$ cat src/rtl/cfg_shift_loader_pkg.sv
// Shared constants and state encoding for the configuration shift loader.
// Field offsets describe where each cipher config field sits inside the 66-bit frame.
package cfg_shift_loader_pkg;

  localparam int M          = 32;
  localparam int CFG_W      = 2 * M + 2;
  localparam int NBYTES     = (CFG_W + 7) / 8;
  localparam int LAST_BYTE  = NBYTES - 1;
  localparam int LAST_BIT   = CFG_W - 1;
  localparam int TAIL_BITS  = CFG_W - 8 * LAST_BYTE;
  localparam int BYTE_CNT_W = 4;
  localparam int BIT_CNT_W  = 7;

  localparam int A_MUX_BIT  = 65;
  localparam int D_EN_BIT   = 64;
  localparam int TAPS_LSB   = 32;
  localparam int STATE_LSB  = 0;

  typedef enum logic [1:0] {
    ST_IDLE  = 2'd0,
    ST_SHIFT = 2'd1,
    ST_DONE  = 2'd2
  } state_t;

endpackage

$ cat src/rtl/cfg_shift_loader.sv
// Collects a 9-byte config frame, shifts it LSB-first into the cipher cfg chain,
// and captures the displaced chain contents as a readback word.
module cfg_shift_loader
  import cfg_shift_loader_pkg::*;
(
  input  logic             clk,
  input  logic             rst_n,
  input  logic             wr_valid,
  output logic             wr_ready,
  input  logic [7:0]       wr_data,
  input  logic             abort,
  output logic             busy,
  output logic             done,
  output logic             aborted,
  output logic [CFG_W-1:0] rb_data,
  output logic             cfg_en,
  output logic             cfg_i,
  input  logic             cfg_o
);

  state_t                 state;
  state_t                 next_state;
  logic [BYTE_CNT_W-1:0]  byte_cnt;
  logic [BIT_CNT_W-1:0]   bit_cnt;
  logic [CFG_W-1:0]       shreg;
  logic [CFG_W-1:0]       rb_shift;
  logic                   hs;
  logic                   last_byte;
  logic                   last_bit;

  assign hs        = wr_valid & wr_ready;
  assign last_byte = (byte_cnt == BYTE_CNT_W'(LAST_BYTE));
  assign last_bit  = (bit_cnt == BIT_CNT_W'(LAST_BIT));

  // NOTE: next_state gets its default before the case so no path leaves it unassigned (no latch).
  always_comb begin
    next_state = state;
    case (state)
      ST_IDLE:  if (!abort && hs && last_byte) next_state = ST_SHIFT;
      ST_SHIFT: begin
        if (abort)         next_state = ST_IDLE;
        else if (last_bit) next_state = ST_DONE;
      end
      ST_DONE:  next_state = ST_IDLE;
      default:  next_state = ST_IDLE;
    endcase
  end

  // NOTE: sequential state uses non-blocking assignments so every flop samples pre-edge values.
  always_ff @(posedge clk or negedge rst_n) begin
    if (!rst_n) state <= ST_IDLE;
    else        state <= next_state;
  end

  // NOTE: the wide shift/readback registers are reset too, so readback after reset is a defined zero.
  always_ff @(posedge clk or negedge rst_n) begin
    if (!rst_n) begin
      byte_cnt <= '0;
      bit_cnt  <= '0;
      shreg    <= '0;
      rb_shift <= '0;
      rb_data  <= '0;
    end else begin
      case (state)
        ST_IDLE: begin
          // Abort outranks a same-cycle handshake: the byte is dropped with the partial frame.
          if (abort) begin
            byte_cnt <= '0;
          end else if (hs) begin
            if (last_byte) begin
              shreg[CFG_W-1:8*LAST_BYTE] <= wr_data[TAIL_BITS-1:0];
              byte_cnt <= '0;
              bit_cnt  <= '0;
            end else begin
              shreg[{byte_cnt[2:0], 3'b000} +: 8] <= wr_data;
              byte_cnt <= byte_cnt + 1'b1;
            end
          end
        end
        ST_SHIFT: begin
          shreg    <= shreg >> 1;
          rb_shift <= {cfg_o, rb_shift[CFG_W-1:1]};
          if (!last_bit) bit_cnt <= bit_cnt + 1'b1;
        end
        ST_DONE:  rb_data <= rb_shift;
        default:  ;
      endcase
    end
  end

  // Handshake and chain controls are flops decoded from next_state, so no input reaches them combinationally.
  always_ff @(posedge clk or negedge rst_n) begin
    if (!rst_n) begin
      wr_ready <= 1'b1;
      busy     <= 1'b0;
      done     <= 1'b0;
      aborted  <= 1'b0;
      cfg_en   <= 1'b0;
      cfg_i    <= 1'b0;
    end else begin
      wr_ready <= (next_state == ST_IDLE);
      busy     <= (next_state != ST_IDLE);
      done     <= (next_state == ST_DONE);
      aborted  <= (state == ST_SHIFT) && abort;
      cfg_en   <= (next_state == ST_SHIFT);
      // While shifting, shreg[1] is the bit that becomes shreg[0] after this edge.
      cfg_i    <= (next_state == ST_SHIFT) && ((state == ST_SHIFT) ? shreg[1] : shreg[0]);
    end
  end

endmodule

$ cat config.mk
export PLATFORM = sky130hd
export DESIGN_NAME = cfg_shift_loader
export DESIGN_NICKNAME = d
export VERILOG_FILES = /design/src/rtl/cfg_shift_loader_pkg.sv /design/src/rtl/cfg_shift_loader.sv
export SDC_FILE = /design/constraint.sdc
export NUM_CORES = 1
export LEC_CHECK = 0
export ABC_AREA = 1
export BUFFER_PORTS_ARGS = -buffer_cell sky130_fd_sc_hd__buf_2
export CAP_MARGIN = 20
export CORE_ASPECT_RATIO = 1.75
export CORE_MARGIN = 3
export CORE_UTILIZATION = 30
export CTS_BUF_LIST = sky130_fd_sc_hd__clkbuf_8
export DETAILED_ROUTE_END_ITERATION = 7
export GPL_TIMING_DRIVEN = 1
export PLACE_DENSITY = 0.42
export SLEW_MARGIN = 25
export SYNTH_ARGS = -nofsm -noshare
export SYNTH_HDL_FRONTEND = slang
export SYNTH_SLANG_ARGS = --single-unit
export TNS_END_PERCENT = 5
$ cat constraint.sdc
create_clock -name clk -period 4.7 [get_ports clk]
set_input_delay 0.47 -clock clk [delete_from_list [all_inputs] [get_ports clk]]
set_output_delay 0.47 -clock clk [all_outputs]
set_load 0.03 [all_outputs]
-- Yosys cells after proc, flatten, opt, wreduce, memory -nomap -nowiden
Cells that the tools add are included.
- register bits: 217
- input port bits: 13
- output and inout port bits: 72
- logic and storage cells: 63
- $add $sub $neg: 3
- equal/unequal tests: 11
- shift-type cells: 2
- muxes and demuxes: 19
- bitwise gates (word level): 1
- reduce and logical (&&, ||, !) cells: 14
- operators with widths (operator ; number):
    2-to-1 mux 66 bit ; 2
    one-hot mux 66 bit (2 select lines) ; 1
    bitwise mux 66 bit ; 1
    variable shift 8 x 8 -> 66 bit (first input constant) ; 1
    variable part select 8 x 8 -> 66 bit ; 1
    2-to-1 mux 64 bit ; 1
    2-to-1 mux 7 bit ; 4
    one-hot mux 7 bit (2 select lines) ; 1
    2-to-1 mux 4 bit ; 3
    inequality test 2 bit (second input constant) ; 5
    2-to-1 mux 2 bit ; 4
    negator 6 -> 8 bit ; 1
    adder 7 x 1 -> 7 bit (second input constant) ; 1
    == test 7 bit (second input constant) ; 1
    nonzero test 2 bit ; 3
    AND reduction 5 bit ; 1
    adder 4 x 1 -> 4 bit (second input constant) ; 1
    == test 2 x 1 -> 1 bit (second input constant) ; 2
    == test 2 bit (second input constant) ; 2
    == test 4 bit (second input constant) ; 1
    logical AND 1 bit ; 4
    zero test 2 bit ; 2
    one-hot mux 2 bit (2 select lines) ; 1
    AND reduction 4 bit ; 1
    other kinds (5) ; 5

-- Longest topological paths before layout
Gate-level depths: netlist (run 1).
- word-level depth: 7
- mapped depth: 12
- mapped depth without buffers: 12

-- Worst setup path before layout (run 1)
No wires, ideal clock.
- path type: flip-flop to flip-flop
- from: register byte_cnt[0]
- to: register shreg[25]
- library setup time: 126 ps
- data arrival time: 1770 ps
- data required time: 4574 ps
- setup slack: 2804 ps
- cell stages (with the launch flop): 10
- buffers on the path: 1
- period minus slack after synthesis: 1896 ps
- path through: dfrtp_1 inv_1 ha_1 inv_1 nand3_2 nor2_4 nor2_4 nor2_8 buf_6 o21ai_0
- cells in the longest elaborated chain, start to end: 7
- elaborated cells between the ends (all ways): 11
- those cells by class: 1 x add/sub; 2 x eq/ne; 2 x shift; 5 x mux; 1 x reduce/logical
- RTL lines (element ; line ; source):
    start, declared ; cfg_shift_loader.sv:23 ; logic [BYTE_CNT_W-1:0] byte_cnt;
    start signal, assigned ; cfg_shift_loader.sv:76 ; byte_cnt <= byte_cnt + 1'b1;
    negator 6 -> 8 bit ; cfg_shift_loader.sv:75 ; shreg[{byte_cnt[2:0], 3'b000} +: 8] <= wr_data;
    variable part select 8 x 8 -> 66 bit or variable shift 8 x 8 -> 66 bit (tied branches) ; cfg_shift_loader.sv:75 ;
    bitwise mux 66 bit ; cfg_shift_loader.sv:75 ;
    2-to-1 mux 64 bit ; cfg_shift_loader.sv:70 ; if (last_byte) begin
    2-to-1 mux 66 bit ; cfg_shift_loader.sv:69 ; end else if (hs) begin
    2-to-1 mux 66 bit ; cfg_shift_loader.sv:67 ; if (abort) begin
    one-hot mux 66 bit (2 select lines) ; cfg_shift_loader.sv:64 ; case (state)
    end signal, assigned by index ; cfg_shift_loader.sv:71 ; shreg[CFG_W-1:8*LAST_BYTE] <= wr_data[TAIL_BITS-1:0];
    end signal, assigned by index ; cfg_shift_loader.sv:75 ;
    end signal, assigned ; cfg_shift_loader.sv:81 ; shreg <= shreg >> 1;
    end, declared ; cfg_shift_loader.sv:25 ; logic [CFG_W-1:0] shreg;
Several ways; a longest one is shown, not always the timed one. The select of a mux whose other input is x is not followed.
A chain may end at the register's enable or synchronous reset.

-- Worst setup path in the final report (run 1)
- from: register state[1]
- to: register shreg[45]
- cells in the longest elaborated chain, start to end: 3
- elaborated cells between the ends (all ways): 8
- those cells by class: 4 x eq/ne; 1 x mux; 3 x reduce/logical
- RTL lines (element ; line ; source):
    start, declared ; cfg_shift_loader.sv:21 ; state_t state;
    start signal, assigned ; cfg_shift_loader.sv:52 ; else state <= next_state;
    zero test 2 bit or == test 2 x 1 -> 1 bit (tied branches) ; cfg_shift_loader.sv:64 ;
    inequality test 2 bit (no line) or nonzero test 2 bit (tied branches) ; - ;
    AND reduction 4 bit (no line) ; - ;
Several ways; a longest one is shown, not always the timed one.

==> results by group, run 1 <==
Timing
  • Fin crit period: 2.55 ns
  • Worst Clk Skew: roughly 0.014 ns
  • Final setup fails: 0
  • Fmax: just under 0.4 GHz
  • Max-slew violations: 0
  • Hold Vio Cnt, Final: 0
  • RSZ-0062 raised after global routing: no
  • Hold WS: 0.160 ns
  • Worst-margin pin slew: roughly 0.89 ns
  • Period Utilization, post-route: 54.3%
  • TNS Setup: 0 ns
  • Worst slew margin: between 40% and 50%

Critical path
  • R2R cell count: 9
  • R2R Setup Slk: approximately 2.1 ns
  • Crit path required time: 5.16 ns
  • Crit Path Class: register to register
  • R2R Path Start: state[1]
  • CP bufs+invs: 2
  • Most common cell on crit path: nand2_1
  • Crit. End Element: register
  • CP Data Arrival Time: 3.01 ns
  • Worst-path fanout max: between 80 and 90
  • Startpoint class of the critical path: register
  • Setup crit start: state[1]
  • Cell count along the critical path: 9
  • Crit path max-delay family: simple AND/OR/NAND/NOR gates
  • Cells along the critical path: inv_1 -> nand2_4 -> buf_4 -> nand2_1 -> nor2_1 -> nand2_1 -> nand2_1 -> nand2_1 -> nand2_1
  • Slowest CP cell: buf_4
  • CP peak stage delay: slightly below 0.7 ns

Clock tree
  • TritonCTS clock tree: done
  • Reg clk slew, reported paths: roughly 0.060 ns
  • H-tree levels: 2
  • Clock Tree Buf Depth: 3
  • Clock buffer count from CTS: 37
  • Post-CTS Setup Repair Bufs: 0
  • Sink Count: 217
  • Root buf cell: clkbuf_8
  • Worst-Skew Late Latency: between 0.5 and 0.6 ns

Global route
  • GRT Total Usage: between 10% and 20%
  • Initial antenna violation count: 0
  • Total gr overflow: 0
  • Number of global-route vias before repair: around 7800
  • Largest net degree at the start of global routing: approximately 120
  • First-pass GRT wire length: between 40000 and 50000 um

Floorplan
  • Core area: 31600 sq um
  • Die ar.: ~34000 sq um
  • Starting Density: a little under a third
  • Ports: 85
  • Die width: roughly 140 um
  • Die Ht: between 200 and 250 um
  • Cell row count: between 80 and 90

Cells and area
  • Final Instance Area: 11100 sq um
  • Share of cells above drive strength 1: between 10% and 20%
  • Layout net count: ~1300
  • Core Util, Final: a little over a third
  • Syn-to-layout area delta: 15.5%

Synth
  • Post-Syn Instances: 1149
  • Top cell type by total area after synthesis: dfrtp_1
  • Synth warn: 0
  • Most common cell in the netlist: nand2_1
  • Area contributors post-synth: dfrtp_1 (56%), nand2_1 (18%), o21ai_0 (9.0%), inv_1 (4.4%), nor2_1 (1.4%)
  • Most instantiated cells after synthesis: nand2_1 (459), dfrtp_1 (216), o21ai_0 (173)
  • Synth async-reset ratio: between 90% and 100%
  • Ys flop type: dfrtp_1
  • Register area share after synthesis: between 50 and 60%
  • Yosys reg bits: 217
  • Post-synth top area share: between 50 and 60%
  • Synthesized area: slightly below 10000 sq um
  • Syn nets: between 1000 and 1500
  • Post-synth EDFFs: 0
  • Netlist cell types: 33
  • Mapped Avg Cell Area: about 8.4 sq um

Placement
  • Global placement routability congestion: 0.795
  • Post-Place Cell Area: 10400 sq um
  • Hpwl dp: roughly 17000 um
  • Port bufs: 84

Power and ir drop
  • Static leakage: between 5 and 6 nW
  • Pwr per Cell Area: between 300 and 400 nW/um^2
  • Peak VDD IR: between 0.2 and 0.25 mV

Job
  • MaxCap Viol Count: 0

Route
  • Routed Antenna Nets: 0
  • DRT Pass-1 Iters: 4
  • DRC viols: 0
  • Total number of vias: approximately 7500
  • Final wirelength: ~25000 um
  • WL per Instance: 14.8 um
  • Via density: 4.53
  • Initial DRC count: 293

Status
  • Status: complete, no violations

Worst hold path
  • Hold Path Origin: cfg_o
  • Worst hold path type: primary input to register
  • Hold-critical path depth: 3
==> registers in the layout, indices dropped and copies added (netlist names), 2 cells and up <==
signal,flops
rb_data,66
rb_shift,66
shreg,66
bit_cnt,7
byte_cnt,4
state,2
==> report_power, final <==
part / internal, mW / leakage [nW] / switching, mW / total, mW
logic: 0.0677 / 2.30 / 0.185 / 0.252
clock network: 0.828 / 0.403 / 0.767 / 1.60
registers: 1.93 / 2.94 / 0.0304 / 1.96
total: 2.83 / 5.64 / 0.982 / 3.81
==> final timing paths <==
check / end
max: shreg[45]
min: rb_shift[65]
max reg2reg: shreg[45]
min reg2reg: shreg[60]
max in group asynchronous: rb_data[31]
min in group asynchronous: rb_data[18]
==> layer usage <==
layer	global-route usage [%]	vias to the layer above	wire length, um	share of wire [%]
met2	25.7	142	12300	50
met3	2.68	67	956	3.9
li1	-	3759	-	-
met4	7.37	0	1220	5.0
met5	0	-	0	0
met1	16.8	3555	10000	41
==> metrics by stage <==
stage	power, mW	worst slack (ns)	cells
final	3.81	2.15	1659
after floorplan	2.15	2.80	1149
after global placement	2.25	2.13	1593
after global routing	4.03	1.93	1658
after CTS	3.92	2.12	1656
after detailed placement	2.25	2.14	1593
==> timing repair <==
action                    CTS  global route
hold endpoints to repair    0            63
gates resized for setup     0             0
hold buffers                0             1
==> area by class of cell <==
| cell class | instances | area (sq um) |
|---|---|---|
| Tap cell | 396 | 495 |
| Antenna cell | 1 | 2.50 |
| Fill cell | 3394 | 20500 |
| Inverter | 120 | 455 |
| Multi-Input combinational cell | 768 | 3540 |
| Clock buffer | 43 | 592 |
| Timing Repair Buffer | 94 | 528 |
| Sequential cell | 217 | 5430 |
| Clock inverter | 20 | 85.1 |
==> layout by cell type (no fill, tap or decap), types with 2 or more instances in the layout <==
cell          n
inv_1       130
nand2_4       6
nand3_2       5
o21ai_0     173
ha_1          5
nand2_2       5
xor2_1        2
dfrtp_1     216
nand2_1     458
clkinv_2      2
o21ai_1      10
a21boi_0      9
clkbuf_8     43
nand4_1       3
nor2_1       36
buf_2        83
nand3b_1      2
clkinvlp_4    2
buf_4         8
nand3_1      23
nor2_4       12
o21ai_2       6
nor2_8        2
inv_2         5
nor2_2        4
==> logic make-up after synthesis <==
| logic type | count (synthesis) | synth area share (%) |
|---|---|---|
| flops | 217 | 56.3 |
| xor+xnor | 2 | 0.182 |
| buf+inv | 164 | 7.06 |
| fa+ha+maj | 5 | 0.649 |
| simple gates | 558 | 24.5 |
| compound gates | 202 | 11.1 |
| mux | 1 | 0.117 |
==> worst min-delay path, delay by kind of cell <==
family,cells,cell delay [ns]
AOI/OAI and AO/OA,1,0.06
buffers and inverters,1,0.08
and+or+nand+nor,1,0.04
No activity file was read; power rests on OpenSTA's default activity.
==> inputs of run 2 (changes only) <==
==> constraint.sdc (replaced) <==
create_clock -name clk -period 2.35 [get_ports clk]
set_input_delay 0.235 -clock clk [delete_from_list [all_inputs] [get_ports clk]]
set_output_delay 0.235 -clock clk [all_outputs]
set_load 0.03 [all_outputs]
==> results by group, run 2 (synthesis results as in run 1) <==
Status
  • Status: complete, no violations

Cells and area
  • Commonest cells after routing, fill and taps aside: nand2_1 (458), dfrtp_1 (216), o21ai_0 (173)
  • Final Instance Area: about 11000 sq um
  • Commonest non-fill, non-tap cell in the layout: nand2_1
  • # fillers: 3435
  • Core Util, Final: ~36%
  • Top flop regs: rb_data: 66 flops, rb_shift: 66 flops, shreg: 66 flops
  • Fin cells: 1670
  • Share of cells above drive strength 1: 15.5%
  • Multi-input logic area: roughly 3500 sq um
  • Syn-to-layout area delta: 16.8%
  • Sequential cell area: 5430 sq um
  • Layout net count: between 1000 and 1500

Timing
  • RSZ-0062 raised after global routing: no
  • Period Utilization, post-route: 84.3%
  • Final setup fails: 0
  • Worst slew margin: approximately three fifths
  • TNS Setup: 0 ns
  • Fmax: approximately 0.50 GHz
  • Fin crit period: about 2.0 ns
  • Hold Vio Cnt, Final: 0
  • Worst setup margin: between 0.3 and 0.4 ns
  • Worst-margin pin slew: ~0.62 ns
  • Max-slew violations: 0
  • Worst Clk Skew: 0.0194 ns
  • Hold WS: 0.115 ns

Floorplan
  • Ports: 85
  • Die Ht: 243 um
  • Cell row count: 86
  • Die ar.: around 34000 sq um
  • Core area: 31600 sq um
  • Die width: about 140 um
  • Starting Density: approximately 30%

Global route
  • Total gr overflow: 0
  • Largest net degree at the start of global routing: 136
  • GRT Total Usage: ~14%
  • First-pass GRT wire length: just under 40000 um
  • Initial antenna violation count: 1
  • Number of global-route vias before repair: between 7000 and 8000

Critical path
  • R2R cell count: 11
  • R2R Path Start: byte_cnt[1]
  • Startpoint class of the critical path: register
  • RR Endpoint: shreg[20]
  • Crit Path Class: register to register
  • Worst-path fanout max: 9
  • Crit. End Element: register
  • R2R Setup Slk: between 0.3 and 0.4 ns
  • CP Data Arrival Time: 2.40 ns
  • Crit path required time: around 2.8 ns

Clock tree
  • Root buf cell: clkbuf_8
  • TritonCTS clock tree: done
  • Clock buffer count from CTS: 37
  • Post-CTS Setup Repair Bufs: 0
  • Worst-Skew Late Latency: ~0.55 ns
  • H-tree levels: 2
  • Sink Count: 217
  • Clock Tree Buf Depth: 3
  • Reg clk slew, reported paths: roughly 0.060 ns

Route
  • DRT Pass-1 Iters: 4
  • Final wirelength: 23800 um
  • WL per Instance: about 14 um
  • DRC viols: 0
  • Initial DRC count: between 300 and 400
  • Total number of vias: about 7400
  • Routed Antenna Nets: 0
  • Via density: approximately 4.4

Power and ir drop
  • Pwr per Cell Area: ~680 nW/um^2
  • Peak VDD IR: 0.423 mV
  • PnR Total Power: roughly 7.7 mW
  • Static leakage: around 5.7 nW

Placement
  • Hpwl dp: ~16000 um
  • Dpl cells: 1600
  • Global placement routability congestion: 0.808
  • Place WS: around 0.37 ns
  • Post-Place Cell Area: ~11000 sq um
  • Port bufs: 84

Worst hold path
  • Hold Path Origin: wr_data[1]
  • Worst hold path type: primary input to register
  • Hold worst-path end: shreg[65]
  • Hold-critical path depth: 5

Job
  • MaxCap Viol Count: 0
==> run 2: cell count changes in the layout (fill, tap and decap cells not counted) <==
cell	before	now
buf_12	0	5
buf_4	8	10
clkinvlp_4	2	0
dlygate4sd3_1	1	3
inv_1	130	132
buf_16	1	0
clkinv_2	2	3
inv_6	1	2
inv_8	0	1
==> run 2: how the worst max path moves through the flow <==
stage           startpoint         to  slack (ns)  depth (start not counted)
2_1_floorplan  byte_cnt[0]  shreg[31]        0.45                          9
3_3_place_gp   byte_cnt[0]  shreg[23]        0.41                         11
3_5_place_dp   byte_cnt[1]  shreg[37]        0.37                         11
4_1_cts        byte_cnt[1]  shreg[20]        0.34                         11
5_1_grt        byte_cnt[0]   shreg[7]        0.16                          7
6_report       byte_cnt[1]  shreg[20]        0.37                         11
==> run 2: worst max-delay path: stages, from the launching register on <==
cell     delay, ns
dfrtp_1       0.40
inv_1         0.12
ha_1          0.26
inv_1         0.06
nand2_1       0.10
nand2_4       0.13
nor2_4        0.26
nand2_2       0.11
nand2_1       0.12
nand2_2       0.14
nand2_1       0.09
nand2_1       0.06
==> run 2: cell type report <==
type / instances / share of cell area, %
clock buffer: 43 / 5.26
sequential: 217 / 48.2
multi-input combinational: 768 / 31.5
antenna: 1 / 0.0222
timing repair buffer: 102 / 5.65
tap: 396 / 4.40
inverter: 120 / 4.05
clock inverter: 23 / 0.911
==> run 2: what timing repair did <==
action,in CTS,in global routing
hold buffers,3,0
hold endpoints to repair,63,0
gates resized for setup,0,0
==> run 2: power breakdown <==
group	total, mW	internal (mW)	switching [mW]
logic	0.521	0.147	0.373
registers	3.92	3.87	0.0519
clock network	3.25	1.68	1.57
total	7.68	5.69	2.00
==> run 2: layer usage <==
| layer | track usage (%) | up-vias | routed length, um |
|---|---|---|---|
| met1 | 17.1 | 3387 | 9920 |
| met2 | 24.6 | 150 | 12000 |
| met3 | 2.80 | 46 | 1010 |
| met4 | 6.05 | 0 | 861 |
| li1 | - | 3786 | - |
| met5 | 0 | - | 0 |
==> inputs of run 3 (changes only) <==
==> constraint.sdc (replaced) <==
create_clock -name clk -period 2 [get_ports clk]
set_input_delay 0.2 -clock clk [delete_from_list [all_inputs] [get_ports clk]]
set_output_delay 0.2 -clock clk [all_outputs]
set_load 0.03 [all_outputs]
==> results by group, run 3 (synthesis results as in run 1) <==
Status
  • Status: complete, no violations

Global route
  • GRT Total Usage: between 10% and 20%
  • Initial antenna violation count: 1
  • Largest net degree at the start of global routing: between 100 and 150
  • Number of global-route vias before repair: 7700
  • First-pass GRT wire length: 40200 um
  • Total gr overflow: 0

Power and ir drop
  • Seq pwr share: 49.6%
  • Sw Ratio: approximately a quarter
  • Comb pwr share: approximately 7.2%
  • Pwr per Cell Area: slightly above 800 nW/um^2
  • P_int: ~7 mW
  • Static leakage: ~5.8 nW
  • Clock share of power: between 40 and 50%
  • Peak VDD IR: 0.425 mV
  • Switch Pwr: 2.34 mW

Timing
  • Hold Vio Cnt, Final: 0
  • Worst setup margin: between 0.15 and 0.2 ns
  • Max-slew violations: 0
  • Period Utilization, post-route: 91.9%
  • Worst-margin pin slew: 0.612 ns
  • Worst slew margin: around 60%
  • Fin crit period: 1.84 ns
  • Final setup fails: 0
  • Worst Clk Skew: approximately 0.014 ns
  • Fmax: 0.544 GHz
  • Hold WS: roughly 0.17 ns

Placement
  • Global placement routability congestion: ~0.84
  • Port bufs: 84
  • Place WS: around 0.070 ns
  • Post-Place Cell Area: ~11000 sq um
  • Hpwl dp: approximately 17000 um
  • Dpl cells: 1616

Critical path
  • Most common cell on crit path: nand2_1
  • Worst-path fanout max: 8
  • R2R cell count: 12
  • Crit. End Element: register
  • Cells along the critical path: inv_1 -> ha_2 -> inv_1 -> nand2_1 -> nand2_4 -> buf_12 -> nor2_4 -> buf_4 -> nand2_1 -> o21ai_0 -> nand2_1 -> o21ai_2
  • Crit path required time: ~2.5 ns
  • Cell count along the critical path: 12
  • Crit Path Class: register to register
  • Slowest CP cell: dfrtp_1
  • CP Data Arrival Time: between 2 and 2.5 ns
  • Crit path max-delay family: buffers and inverters
  • CP bufs+invs: 4
  • Startpoint class of the critical path: register
  • CP peak stage delay: roughly 0.4 ns

Cells and area
  • Layout net count: around 1300
  • Commonest non-fill, non-tap cell in the layout: nand2_1
  • Syn-to-layout area delta: 19.2%
  • Top flop regs: rb_data: 66 flops, rb_shift: 66 flops, shreg: 66 flops
  • Multi-input logic area: ~3600 sq um
  • # fillers: around 3400
  • Final Instance Area: between 10000 and 15000 sq um
  • Fin cells: between 1500 and 2000
  • Core Util, Final: between 30 and 40%
  • Commonest cells after routing, fill and taps aside: nand2_1 (458), dfrtp_1 (216), o21ai_0 (172)
  • Sequential cell area: approximately 5400 sq um
  • Share of cells above drive strength 1: 17.1%

Clock tree
  • Post-CTS Setup Repair Bufs: 0
  • Sink Count: ~220
  • Reg clk slew, reported paths: about 0.06 ns
  • H-tree levels: 2
  • TritonCTS clock tree: done
  • Root buf cell: clkbuf_8
  • Worst-Skew Late Latency: ~0.54 ns
  • Clock Tree Buf Depth: 3
  • Clock buffer count from CTS: 38

Job
  • MaxCap Viol Count: 0

Route
  • DRC viols: 0
  • Via density: roughly 4.4
  • Initial DRC count: around 350
  • WL per Instance: roughly 14 um
  • Total number of vias: roughly 7400
  • Routed Antenna Nets: 0
  • DRT Pass-1 Iters: 5
  • Final wirelength: roughly 24000 um

Floorplan
  • Starting Density: 30.5%
  • Core area: ~32000 sq um
  • Die ar.: 34400 sq um
  • Die Ht: ~240 um
  • Cell row count: 86
  • Ports: between 80 and 90
  • Die width: between 100 and 150 um

Worst hold path
  • Worst hold path type: primary input to register
  • Hold-critical path depth: 7
[run 3: timing repair]
action                                  CTS  global route
hold endpoints to repair                211             0
hold buffers                              3             0
endpoints found under the setup margin    0            44
gates resized for setup                   0             9
[run 3: power by group through the flow]
stage | sequential [mW] | clock (mW) | combinational [mW]
after detailed placement | 4.68 | 0 | 0.670
after floorplan | 4.67 | 0 | 0.376
after global placement | 4.68 | 0 | 0.669
final | 4.60 | 4.02 | 0.664
after CTS | 4.60 | 4.24 | 0.678
after global routing | 4.62 | 4.43 | 0.757
[run 3: through the flow]
| step | total power, mW | setup TNS, ns |
|---|---|---|
| finish | 9.29 | 0 |
| floorplan | 5.05 | 0 |
| global placement | 5.35 | 0 |
| global route | 9.81 | -0.000876 |
| detailed placement | 5.35 | 0 |
| CTS | 9.52 | 0 |
[run 3: cell type report]
cell class                 count  share of cell area (%)
timing repair buffer         118                    7.01
sequential                   217                    47.3
multi-input combinational    768                    31.1
clock inverter                15                   0.817
inverter                     120                    3.99
tap                          396                    4.31
antenna                        1                  0.0218
clock buffer                  46                    5.51
[run 3: worst register-to-register path, stage by stage (launching register included)]
cell and delay (ns):
dfrtp_1 0.40, inv_1 0.14, ha_2 0.24, inv_1 0.05, nand2_1 0.09, nand2_4 0.09, buf_12 0.14, nor2_4 0.14
buf_4 0.16, nand2_1 0.09, o21ai_0 0.09, nand2_1 0.08, o21ai_2 0.05
[run 3: final timing paths]
path	start	to	slack [ns]
min in group asynchronous	rst_n	rb_data[22]	0.19
min reg2reg	shreg[58]	shreg[58]	0.47
max reg2reg	byte_cnt[1]	shreg[30]	0.16
max in group asynchronous	rst_n	wr_ready	1.19
max	byte_cnt[1]	shreg[30]	0.16
min	wr_data[0]	shreg[64]	0.17
[run 3: metal layers]
| metal | global-route usage [%] | up-vias | wire length [um] |
|---|---|---|---|
| met5 | 0 | - | 0 |
| met2 | 25.4 | 147 | 12500 |
| met4 | 6.02 | 0 | 826 |
| li1 | - | 3803 | - |
| met3 | 2.96 | 49 | 956 |
| met1 | 16.7 | 3433 | 9850 |
